File: src/rtl/deepfifo_burst_sched.sv
// rtl/deepfifo_burst_sched.sv - arbitrates the shared DDR port between ring write and read bursts
// Optional burst statistics counters are built when DEEPFIFO_SCHED_STATS_EN is defined.

module deepfifo_burst_sched #(
  parameter int RAM_ADDR_W      = 30,
  parameter int WORD_BYTES_LOG2 = 6,
  parameter int BURST_LOG2      = 6,
  parameter int PRE_URGENT      = 192,
  parameter int POST_DEPTH      = 256,
  localparam int RB_W = RAM_ADDR_W - WORD_BYTES_LOG2 - BURST_LOG2
) (
  input  logic          i_axi_clk,
  input  logic          i_axi_aresetn,
  input  logic          i_enable,
  input  logic          i_flush,
  input  logic [7:0]    i_pre_rd_count,
  input  logic [7:0]    i_post_wr_count,
  input  logic          i_post_full,
  output logic          o_wr_cmd_valid,
  input  logic          i_wr_cmd_ready,
  output logic [31:0]   o_wr_cmd_addr,
  input  logic          i_wr_done,
  output logic          o_rd_cmd_valid,
  input  logic          i_rd_cmd_ready,
  output logic [31:0]   o_rd_cmd_addr,
  input  logic          i_rd_done,
  output logic [7:0]    o_cmd_len,
  output logic [RB_W:0] o_ddr_level,
  output logic          o_ddr_full,
  output logic          o_ddr_empty,
  output logic          o_ring_full_seen,
  output logic          o_busy,
  output logic [31:0]   o_stat_wr_bursts,
  output logic [31:0]   o_stat_rd_bursts
);

  localparam int              OFF_W       = WORD_BYTES_LOG2 + BURST_LOG2;
  localparam int              BURST_LEN   = 1 << BURST_LOG2;
  localparam logic [7:0]      LP_BURST    = 8'(BURST_LEN);
  localparam logic [7:0]      LP_URGENT   = 8'(PRE_URGENT);
  localparam logic [7:0]      LP_POST_THR = 8'(POST_DEPTH - BURST_LEN);
  localparam logic [RB_W:0]   LP_RING     = {1'b1, {RB_W{1'b0}}};

  typedef enum logic [2:0] {S_IDLE, S_WR_REQ, S_WR_WAIT, S_RD_REQ, S_RD_WAIT} state_t;

  state_t          r_state, w_state_nxt;
  logic [RB_W-1:0] r_wr_ptr, r_rd_ptr;
  logic [RB_W:0]   r_res_level, r_com_level;
  logic            r_last_rd, r_flush_pend, r_ring_full_seen;
  logic            w_we, w_re, w_urgent, w_flush_now;
  logic            w_clear, w_wr_hs, w_rd_hs, w_wr_commit;

  always_comb begin
    w_we        = i_enable && (i_pre_rd_count >= LP_BURST) && (r_res_level < LP_RING);
    w_re        = i_enable && (r_com_level != '0) && !i_post_full && (i_post_wr_count <= LP_POST_THR);
    w_urgent    = i_pre_rd_count >= LP_URGENT;
    w_flush_now = i_flush || r_flush_pend;
    w_state_nxt = r_state;
    w_clear     = 1'b0;
    w_wr_hs     = 1'b0;
    w_rd_hs     = 1'b0;
    w_wr_commit = 1'b0;
    case (r_state)
      S_IDLE: begin
        // A pending or fresh flush owns the IDLE cycle; no grant alongside it.
        if (w_flush_now) w_clear = 1'b1;
        else if (w_we && (w_urgent || !w_re || r_last_rd)) w_state_nxt = S_WR_REQ;
        else if (w_re) w_state_nxt = S_RD_REQ;
      end
      S_WR_REQ: if (i_wr_cmd_ready) begin
        w_wr_hs     = 1'b1;
        w_state_nxt = S_WR_WAIT;
      end
      S_WR_WAIT: if (i_wr_done) begin
        w_state_nxt = S_IDLE;
        w_clear     = w_flush_now;
        w_wr_commit = !w_flush_now;
      end
      S_RD_REQ: if (i_rd_cmd_ready) begin
        w_rd_hs     = 1'b1;
        w_state_nxt = S_RD_WAIT;
      end
      S_RD_WAIT: if (i_rd_done) begin
        w_state_nxt = S_IDLE;
        w_clear     = w_flush_now;
      end
      default: w_state_nxt = S_IDLE;
    endcase
  end

  always_ff @(posedge i_axi_clk or negedge i_axi_aresetn) begin
    if (!i_axi_aresetn) r_state <= S_IDLE;
    else                r_state <= w_state_nxt;
  end

  always_ff @(posedge i_axi_clk or negedge i_axi_aresetn) begin
    if (!i_axi_aresetn) begin
      r_wr_ptr         <= '0;
      r_rd_ptr         <= '0;
      r_res_level      <= '0;
      r_com_level      <= '0;
      r_last_rd        <= 1'b1;
      r_flush_pend     <= 1'b0;
      r_ring_full_seen <= 1'b0;
    end else if (w_clear) begin
      r_wr_ptr         <= '0;
      r_rd_ptr         <= '0;
      r_res_level      <= '0;
      r_com_level      <= '0;
      r_last_rd        <= 1'b1;
      r_flush_pend     <= 1'b0;
      r_ring_full_seen <= 1'b0;
    end else begin
      if (i_flush) r_flush_pend <= 1'b1;
      if (w_wr_hs) begin
        r_wr_ptr    <= r_wr_ptr + 1'b1;
        r_res_level <= r_res_level + 1'b1;
        r_last_rd   <= 1'b0;
      end
      if (w_rd_hs) begin
        r_rd_ptr    <= r_rd_ptr + 1'b1;
        r_res_level <= r_res_level - 1'b1;
        r_com_level <= r_com_level - 1'b1;
        r_last_rd   <= 1'b1;
      end
      if (w_wr_commit) r_com_level <= r_com_level + 1'b1;
      if (r_state == S_IDLE && i_pre_rd_count >= LP_BURST && r_res_level == LP_RING)
        r_ring_full_seen <= 1'b1;
    end
  end

  assign o_wr_cmd_valid   = (r_state == S_WR_REQ);
  assign o_rd_cmd_valid   = (r_state == S_RD_REQ);
  assign o_wr_cmd_addr    = 32'({r_wr_ptr, {OFF_W{1'b0}}});
  assign o_rd_cmd_addr    = 32'({r_rd_ptr, {OFF_W{1'b0}}});
  assign o_cmd_len        = 8'(BURST_LEN - 1);
  assign o_ddr_level      = r_com_level;
  assign o_ddr_full       = (r_res_level == LP_RING);
  assign o_ddr_empty      = (r_com_level == '0);
  assign o_ring_full_seen = r_ring_full_seen;
  assign o_busy           = (r_state != S_IDLE);

`ifdef DEEPFIFO_SCHED_STATS_EN
  logic [31:0] r_stat_wr, r_stat_rd;

  always_ff @(posedge i_axi_clk or negedge i_axi_aresetn) begin
    if (!i_axi_aresetn) begin
      r_stat_wr <= '0;
      r_stat_rd <= '0;
    end else if (w_clear) begin
      r_stat_wr <= '0;
      r_stat_rd <= '0;
    end else begin
      if (w_wr_hs) r_stat_wr <= r_stat_wr + 32'd1;
      if (w_rd_hs) r_stat_rd <= r_stat_rd + 32'd1;
    end
  end

  assign o_stat_wr_bursts = r_stat_wr;
  assign o_stat_rd_bursts = r_stat_rd;
`else
  assign o_stat_wr_bursts = '0;
  assign o_stat_rd_bursts = '0;
`endif

endmodule

File: config.mk
export PLATFORM = sky130hd
export DESIGN_NAME = deepfifo_burst_sched
export DESIGN_NICKNAME = d
export VERILOG_FILES = /design/src/rtl/deepfifo_burst_sched.sv
export SDC_FILE = /design/constraint.sdc
export NUM_CORES = 1
export LEC_CHECK = 0
export ABC_AREA = 1
export ABC_CLOCK_PERIOD_IN_PS = 2700
export CAP_MARGIN = 5
export CORE_MARGIN = 2
export CORE_UTILIZATION = 45
export CTS_BUF_LIST = sky130_fd_sc_hd__clkbuf_8
export DETAILED_ROUTE_END_ITERATION = 6
export GPL_TIMING_DRIVEN = 0
export PLACE_DENSITY = 0.79
export SLEW_MARGIN = 25
export SYNTH_ARGS = -nofsm -noshare
export SYNTH_HDL_FRONTEND = slang
export SYNTH_SLANG_ARGS = --single-unit
export TNS_END_PERCENT = 100
File: constraint.sdc
create_clock -name i_axi_clk -period 2.7 [get_ports i_axi_clk]
set_input_delay 0.54 -clock i_axi_clk [delete_from_list [all_inputs] [get_ports i_axi_clk]]
set_output_delay 0.54 -clock i_axi_clk [all_outputs]
set_load 0.02 [all_outputs]
==> reports/qor.yml, run 1 <==
synth:
  syn_avg_cell_area_um2: 7.07
  synth_seq_area_share: 0.306
  ys_ff_latch: 80
  synthesis.area_um2: 6550
  yosys_warnings: 0
  synth.distinct_cells: 54
  syn_inst: 926
drt:
  drt_iter0_drc: 448
  firstDrtPassIters: 5
  post-route-drc-count: 0
  routedWlPerCell_um: 12.9
  vias: 6363
  ant_nets: 0
  wirelength_mm: 16.8
  routed_via_density: 4.86
timing:
  fin_skew_ps: 8.96
  hold_viol: 0
  hold_ws_ps: 85.5
  max_clock_freq_mhz: 386
  min_period_ps: 2590
  tightestPinTransition_ps: 649
  setup_viol: 0
  drv_slew: 0
  slew_headroom: 0.567
  rsz0062_at_grt: "true"
  setup_ws_ps: 109
  period_share: 0.960
final_layout:
  fillers: 1344
  diodes: 0
  final_common_cell: "nand2_1"
  fin_area_um2: 8300
  nets: 1167
  drive_above_1_share: 0.179
  layout_common_cells: "202 x nand2_1, 108 x buf_4, 103 x inv_1, 100 x conb_1, 85 x nor2_1"
  syn_to_final_growth_pct: 26.8
  final_cells: 1308
clock_tree:
  cts-root-buf: "clkbuf_8"
  clk_path_buf_depth: 2
  clock_insertion_delay_worst_skew_ps: 380
  cts_tree: "done"
  htree_levels: 3
  clkSinkCount: 80
  cts_hold_buf: 0
  clkTransAtPathRegs_ps: 80
  numCtsBuffers: 9
hold_path:
  hp-class: "in2async"
critical_path:
  crit_fanout: 4
  crit_type: "in2reg"
  cp.arrival_ps: 2850
  cp-start-kind: "input port"
  worst-endpoint-required_ps: 2960
  r2r_slack_ps: 140
  worst_setup_path_end_kind: "register"
placement:
  numPortBuffers: 78
  dp_hpwl_mm: 12.9
  place_congestion: 0.941
  place_inst: 1287
  placed_area_um2: 7950
  dp_slack_ps: -906
die:
  fp-row-count: 44
  initial_core_util: 0.456
  dieWidth_um: 125
  die_h_um: 125
  fp.coreArea_um2: 14400
  die-area_um2: 15500
  io-pin-count: 186
power_and_ir_drop:
  power.density_nw_per_um2: 921
  ir_drop_v: 0.000428
  p_leak_nw: 4.20
  design_power_total_mw: 7.65
global_route:
  grt_pass1_wl_mm: 27.5
  grt_pass1_vias: 5746
  grt.overflow.total: 0
  track_usage: 0.214
  antenna_found_initial: 0
  grt_max_degree: 53
flow_run:
  max_cap_viol_count: 0
outcome:
  status: "completed"
==> Yosys cell counts, drive strengths merged <==
library cell	instances	share of area
or2	3	0.0029
xnor2	9	0.012
dfstp	1	0.0040
nand3	58	0.046
nor2	96	0.064
dfrtp	79	0.30
a2bb2oi	1	0.0013
nand3b	1	0.0011
conb	2	0.0011
buf	114	0.13
o41ai	1	0.0013
ha	22	0.042
o31ai	4	0.0046
nor3	25	0.022
xor2	9	0.012
fa	1	0.0031
a22o	1	0.0013
nor4	4	0.0038
o21ai	57	0.044
nor3b	4	0.0046
a41oi	4	0.0053
o22ai	11	0.011
a221oi	3	0.0040
nand4	14	0.016
nand2	217	0.13
a21o	3	0.0034
and3	1	0.00096
inv	114	0.066
o21bai	4	0.0052
o221a	1	0.0017
a21oi	53	0.042
o21a	1	0.0011
a31oi	5	0.0048
a211oi	3	0.0034
==> cell families after synthesis <==
logic type | count (synthesis) | synth area share
compound gates | 152 | 0.134
fa+ha+maj | 23 | 0.0451
simple gates | 423 | 0.294
xor+xnor | 18 | 0.0241
flops | 80 | 0.306
other cells | 2 | 0.00115
buf+inv | 228 | 0.196
==> worst max-delay path: stages <==
cell and delay [ps]:
clkdlybuf4s50_1 510, nor2_2 60, inv_2 90, nor2_4 60, buf_4 140, fa_1 350
inv_1 70, nand2_1 90, o21ai_2 160, nand2_1 80, nand2_2 100, nand3_1 110
nand2_2 140, a21oi_2 80, o21ai_0 190, nand2_1 80
==> state kept, by name, summed over array words and instances, names as in the netlist <==
| signal | cells |
|---|---|
| o_ring_full_seen | 1 |
| o_ddr_level | 19 |
| r_flush_pend | 1 |
| r_state | 3 |
| r_res_level | 19 |
| r_wr_ptr | 18 |
| r_rd_ptr | 18 |
| r_last_rd | 1 |
==> final timing paths <==
path / to / cells after the start / startpoint
min in group i_axi_clk: r_last_rd / 2 / r_last_rd
worst min-delay path: o_ddr_level[6] / 1 / i_axi_aresetn
worst max register to register: o_ddr_level[12] / 14 / r_state[0]
worst min register to register: r_last_rd / 2 / r_last_rd
worst max-delay path: o_ddr_level[12] / 16 / i_flush
max in group asynchronous: r_last_rd / 2 / i_axi_aresetn
==> through the flow <==
step           utilization  TNS [ps]
6_report             0.578         0
5_1_grt              0.578     -97.9
4_1_cts              0.573         0
3_5_place_dp         0.554    -10680
3_3_place_gp         0.552   -156280
2_1_floorplan            -         0
==> layer usage <==
layer  global-route usage  vias to the layer above  wire length [µm]
li1                     -                     3228                 -
met2                0.362                      224              8130
met4               0.0687                        0               300
met5                    0                        -                 0
met3               0.0425                       25              1070
met1                0.276                     2886              7310
==> timing repair <==
item / in CTS / in global routing
resized for setup: 16 / 12
buffers inserted: 2 / 3
setup endpoints to repair: 16 / 12
pin swaps: 2 / 2
==> final cells by class <==
class	count	area (µm²)	share of cell area
well taps	184	230	0.0277
inverters	114	440	0.0530
flip-flops and latches	80	2010	0.242
repair buffers	84	845	0.102
clock buffers	10	138	0.0166
multi-input cells	716	3710	0.447
clock inverters	6	83.8	0.0101
plain buffers	114	848	0.102
==> where the power goes <==
group | switching, mW | leakage [nW] | internal, mW
combinational | 3.10 | 3.02 | 1.75
sequential | 0.315 | 1.07 | 1.49
clock | 0.461 | 0.110 | 0.541
total | 3.87 | 4.20 | 3.78
Power figures use the tool's default switching activity.
==> run 2: changes to the inputs <==
--- a/config.mk
+++ b/config.mk
@@ -11,6 +11,7 @@
 export CORE_MARGIN = 2
 export CORE_UTILIZATION = 45
 export CTS_BUF_LIST = sky130_fd_sc_hd__clkbuf_8
+export CTS_CLUSTER_SIZE = 28
 export DETAILED_ROUTE_END_ITERATION = 6
 export GPL_TIMING_DRIVEN = 0
 export PLACE_DENSITY = 0.79
==> results of run 2 <==
Final layout, timing and power as in run 1 (identical DEF).
==> run 3: changes to the inputs <==
--- a/config.mk
+++ b/config.mk
@@ -8,12 +8,12 @@
 export ABC_AREA = 1
 export ABC_CLOCK_PERIOD_IN_PS = 2700
 export CAP_MARGIN = 5
-export CORE_MARGIN = 2
 export CORE_UTILIZATION = 45
 export CTS_BUF_LIST = sky130_fd_sc_hd__clkbuf_8
 export CTS_CLUSTER_SIZE = 28
 export DETAILED_ROUTE_END_ITERATION = 6
 export GPL_TIMING_DRIVEN = 0
+export MAX_ROUTING_LAYER = met4
 export PLACE_DENSITY = 0.79
 export SLEW_MARGIN = 25
 export SYNTH_ARGS = -nofsm -noshare
==> run 3 against run 2 <==
Against the previous run: clock skew is 2.4 ps higher; clock power decreased by 7%; non-clock buffer count is 5 higher; via count grew 0.86%; final area rose by 0.20%; power down 0.11%; maximum frequency shrank 0.68%; sequential cell count did not move; utilization increased by 1.5 points.
==> reports/qor.yml, run 3 (synthesized netlist as in run 1, its figures left out) <==
outcome:
  status: "completed"  # unchanged
final_layout:
  layout_common_cells: "201 x nand2_1, 113 x buf_4, 102 x inv_1, 100 x conb_1, 85 x nor2_1"  # was 202 x nand2_1, 108 x buf_4, 103 x inv_1, 100 x conb_1, 85 x nor2_1
  seq_area_um2: 2010  # unchanged
  drive_above_1_share: 0.186  # was 0.179
  nets: 1172  # was 1167
  diodes: 0  # unchanged
  multi_input_area_um2: 3720  # was 3710 µm²
  final_common_cell: "nand2_1"  # unchanged
  syn_to_final_growth_pct: 27.0  # was 26.8%
  fillers: 1335  # was 1344
placement:
  dp_slack_ps: -988  # was -906 ps
  numPortBuffers: 78  # unchanged
  place_congestion: 0.969  # was 0.941
  dp_hpwl_mm: 13.1  # was 12.9 mm
timing:
  tightestPinTransition_ps: 681  # was 649 ps
  finalSetupTns_ps: 0  # unchanged
  slew_headroom: 0.546  # was 0.567
  drv_slew: 0  # unchanged
  setup_viol: 0  # unchanged
  hold_viol: 0  # unchanged
  period_share: 0.966  # was 0.960
  min_period_ps: 2610  # was 2590 ps
  rsz0062_at_grt: "true"  # unchanged
  setup_ws_ps: 91.6  # was 109 ps
  fin_skew_ps: 11.4  # was 8.96 ps
  max_clock_freq_mhz: 383  # was 386 MHz
critical_path:
  worst-endpoint-required_ps: 2970  # was 2960 ps
  reg2regPathDepth: 15  # was 14
  worst_setup_path_end_kind: "register"  # unchanged
  crit_type: "in2reg"  # unchanged
  crit_end: "o_ddr_level[12]"  # unchanged
  cp_top_family: "simple AND/OR/NAND/NOR gates"  # was buffers and inverters
  reg2reg_to: "o_ddr_level[12]"  # unchanged
  critPathBufInv: 3  # was 4
  path_cells: "clkdlybuf4s50_1 > nor2_2 > inv_2 > nor2_4 > inv_6 > ha_1 > a21oi_1 > o21ai_2 > nand2_1 > nand2_2 > nand3_1 > nand2_2 > a21oi_2 > a21oi_1 > o21ai_0 > nand2_1"  # was clkdlybuf4s50_1 > nor2_2 > inv_2 > nor2_4 > buf_4 > fa_1 > inv_1 > nand2_1 > o21ai_2 > nand2_1 > nand2_2 > nand3_1 > nand2_2 > a21oi_2 > o21ai_0 > nand2_1
  crit_cells: 16  # unchanged
  r2r_slack_ps: 150  # was 140 ps
  critPathSlowestCell: "clkdlybuf4s50_1"  # unchanged
  crit_fanout: 18  # was 4
  cp-start-kind: "input port"  # unchanged
  r2r-start: "r_state[2]"  # was r_state[0]
  cp.arrival_ps: 2880  # was 2850 ps
  critPathMaxStageDelay_ps: 450  # was 510 ps
  cp-startpoint: "i_flush"  # unchanged
power_and_ir_drop:
  p_clk_frac: 0.121  # was 0.131
  ir_drop_v: 0.000366  # was 0.000428 V
  power.share.sequential: 0.234  # was 0.236
  power.internal_mw: 3.70  # was 3.78 mW
  p_leak_nw: 4.21  # was 4.20 nW
  power.density_nw_per_um2: 919  # was 921 nW/µm²
  sw_frac_of_total: 0.515  # was 0.506
  comb_power_share: 0.645  # was 0.633
  p_switching_mw: 3.94  # was 3.87 mW
clock_tree:
  cts-root-buf: "clkbuf_8"  # unchanged
  clk_path_buf_depth: 2  # unchanged
  htree_levels: 3  # unchanged
  clkTransAtPathRegs_ps: 90  # was 80 ps
  clkSinkCount: 80  # unchanged
  numCtsBuffers: 9  # unchanged
  cts_hold_buf: 0  # unchanged
  cts_tree: "done"  # unchanged
  clock_insertion_delay_worst_skew_ps: 390  # was 380 ps
drt:
  routed_via_density: 4.90  # was 4.86
  post-route-drc-count: 0  # unchanged
  ant_nets: 0  # unchanged
  firstDrtPassIters: 5  # unchanged
  vias: 6418  # was 6363
  routedWlPerCell_um: 13.2  # was 12.9 µm
  drt_iter0_drc: 404  # was 448
  wirelength_mm: 17.3  # was 16.8 mm
die:
  die-area_um2: 15000  # was 15500 µm²
  fp-row-count: 43  # was 44
  io-pin-count: 186  # unchanged
  fp.coreArea_um2: 14000  # was 14400 µm²
  die_h_um: 123  # was 125 µm
  initial_core_util: 0.466  # was 0.456
  dieWidth_um: 123  # was 125 µm
global_route:
  antenna_found_initial: 0  # unchanged
  grt_pass1_vias: 5620  # was 5746
  grt_max_degree: 48  # was 53
  grt.overflow.total: 0  # unchanged
  track_usage: 0.244  # was 0.214
  grt_pass1_wl_mm: 27.5  # about the same
hold_path:
  hp-class: "in2async"  # unchanged
flow_run:
  max_cap_viol_count: 0  # unchanged
-- run 3: worst min-delay path by stage --
stage	start	to	slack [ps]
after floorplan	i_axi_aresetn	o_ddr_level[0]	240
after global placement	r_rd_ptr[17]	r_rd_ptr[17]	460
after detailed placement	r_rd_ptr[17]	r_rd_ptr[17]	460
after CTS	i_axi_aresetn	o_ddr_level[3]	120
after global routing	i_axi_aresetn	o_ddr_level[3]	140
final	i_axi_aresetn	o_ddr_level[3]	110
-- run 3: power by group through the flow --
stage          combinational (mW)  sequential, mW  clock, mW
2_1_floorplan                3.22            1.90          0
3_3_place_gp                 4.54            1.80          0
3_5_place_dp                 4.60            1.81          0
4_1_cts                      4.67            1.79      0.951
5_1_grt                      5.48            1.82       1.00
6_report                     4.93            1.78      0.927
-- run 3: metrics by stage --
step,cell area [µm²],cells,hold slack (ps),total power [mW],utilization
after floorplan,6920,1024,244,5.11,-
after global placement,7920,1282,456,6.34,0.564
after detailed placement,7950,1283,461,6.41,0.566
after CTS,8180,1300,116,7.42,0.583
after global routing,8320,1309,137,8.30,0.593
final,8320,1309,114,7.64,0.593
-- run 3: area by class of cell --
type | instances | area share
multi-input combinational | 716 | 0.447
buffer | 114 | 0.102
clock buffer | 9 | 0.0149
sequential | 80 | 0.241
inverter | 114 | 0.0529
tap | 180 | 0.0271
clock inverter | 7 | 0.00872
timing repair buffer | 89 | 0.106
-- run 3: layer usage --
layer,track usage,part of all wire,vias to the layer above
met1,0.302,0.43,2956
met5,-,0,-
met2,0.393,0.49,209
met4,0.0823,0.023,0
met3,0.0525,0.057,27
li1,-,-,3226
-- run 3: timing repair --
action | CTS | global route
setup buffers | 1 | 9
resized for setup | 13 | 19
endpoints found under the hold margin | 0 | 0
pin swaps | 1 | 3
endpoints found under the setup margin | 16 | 15
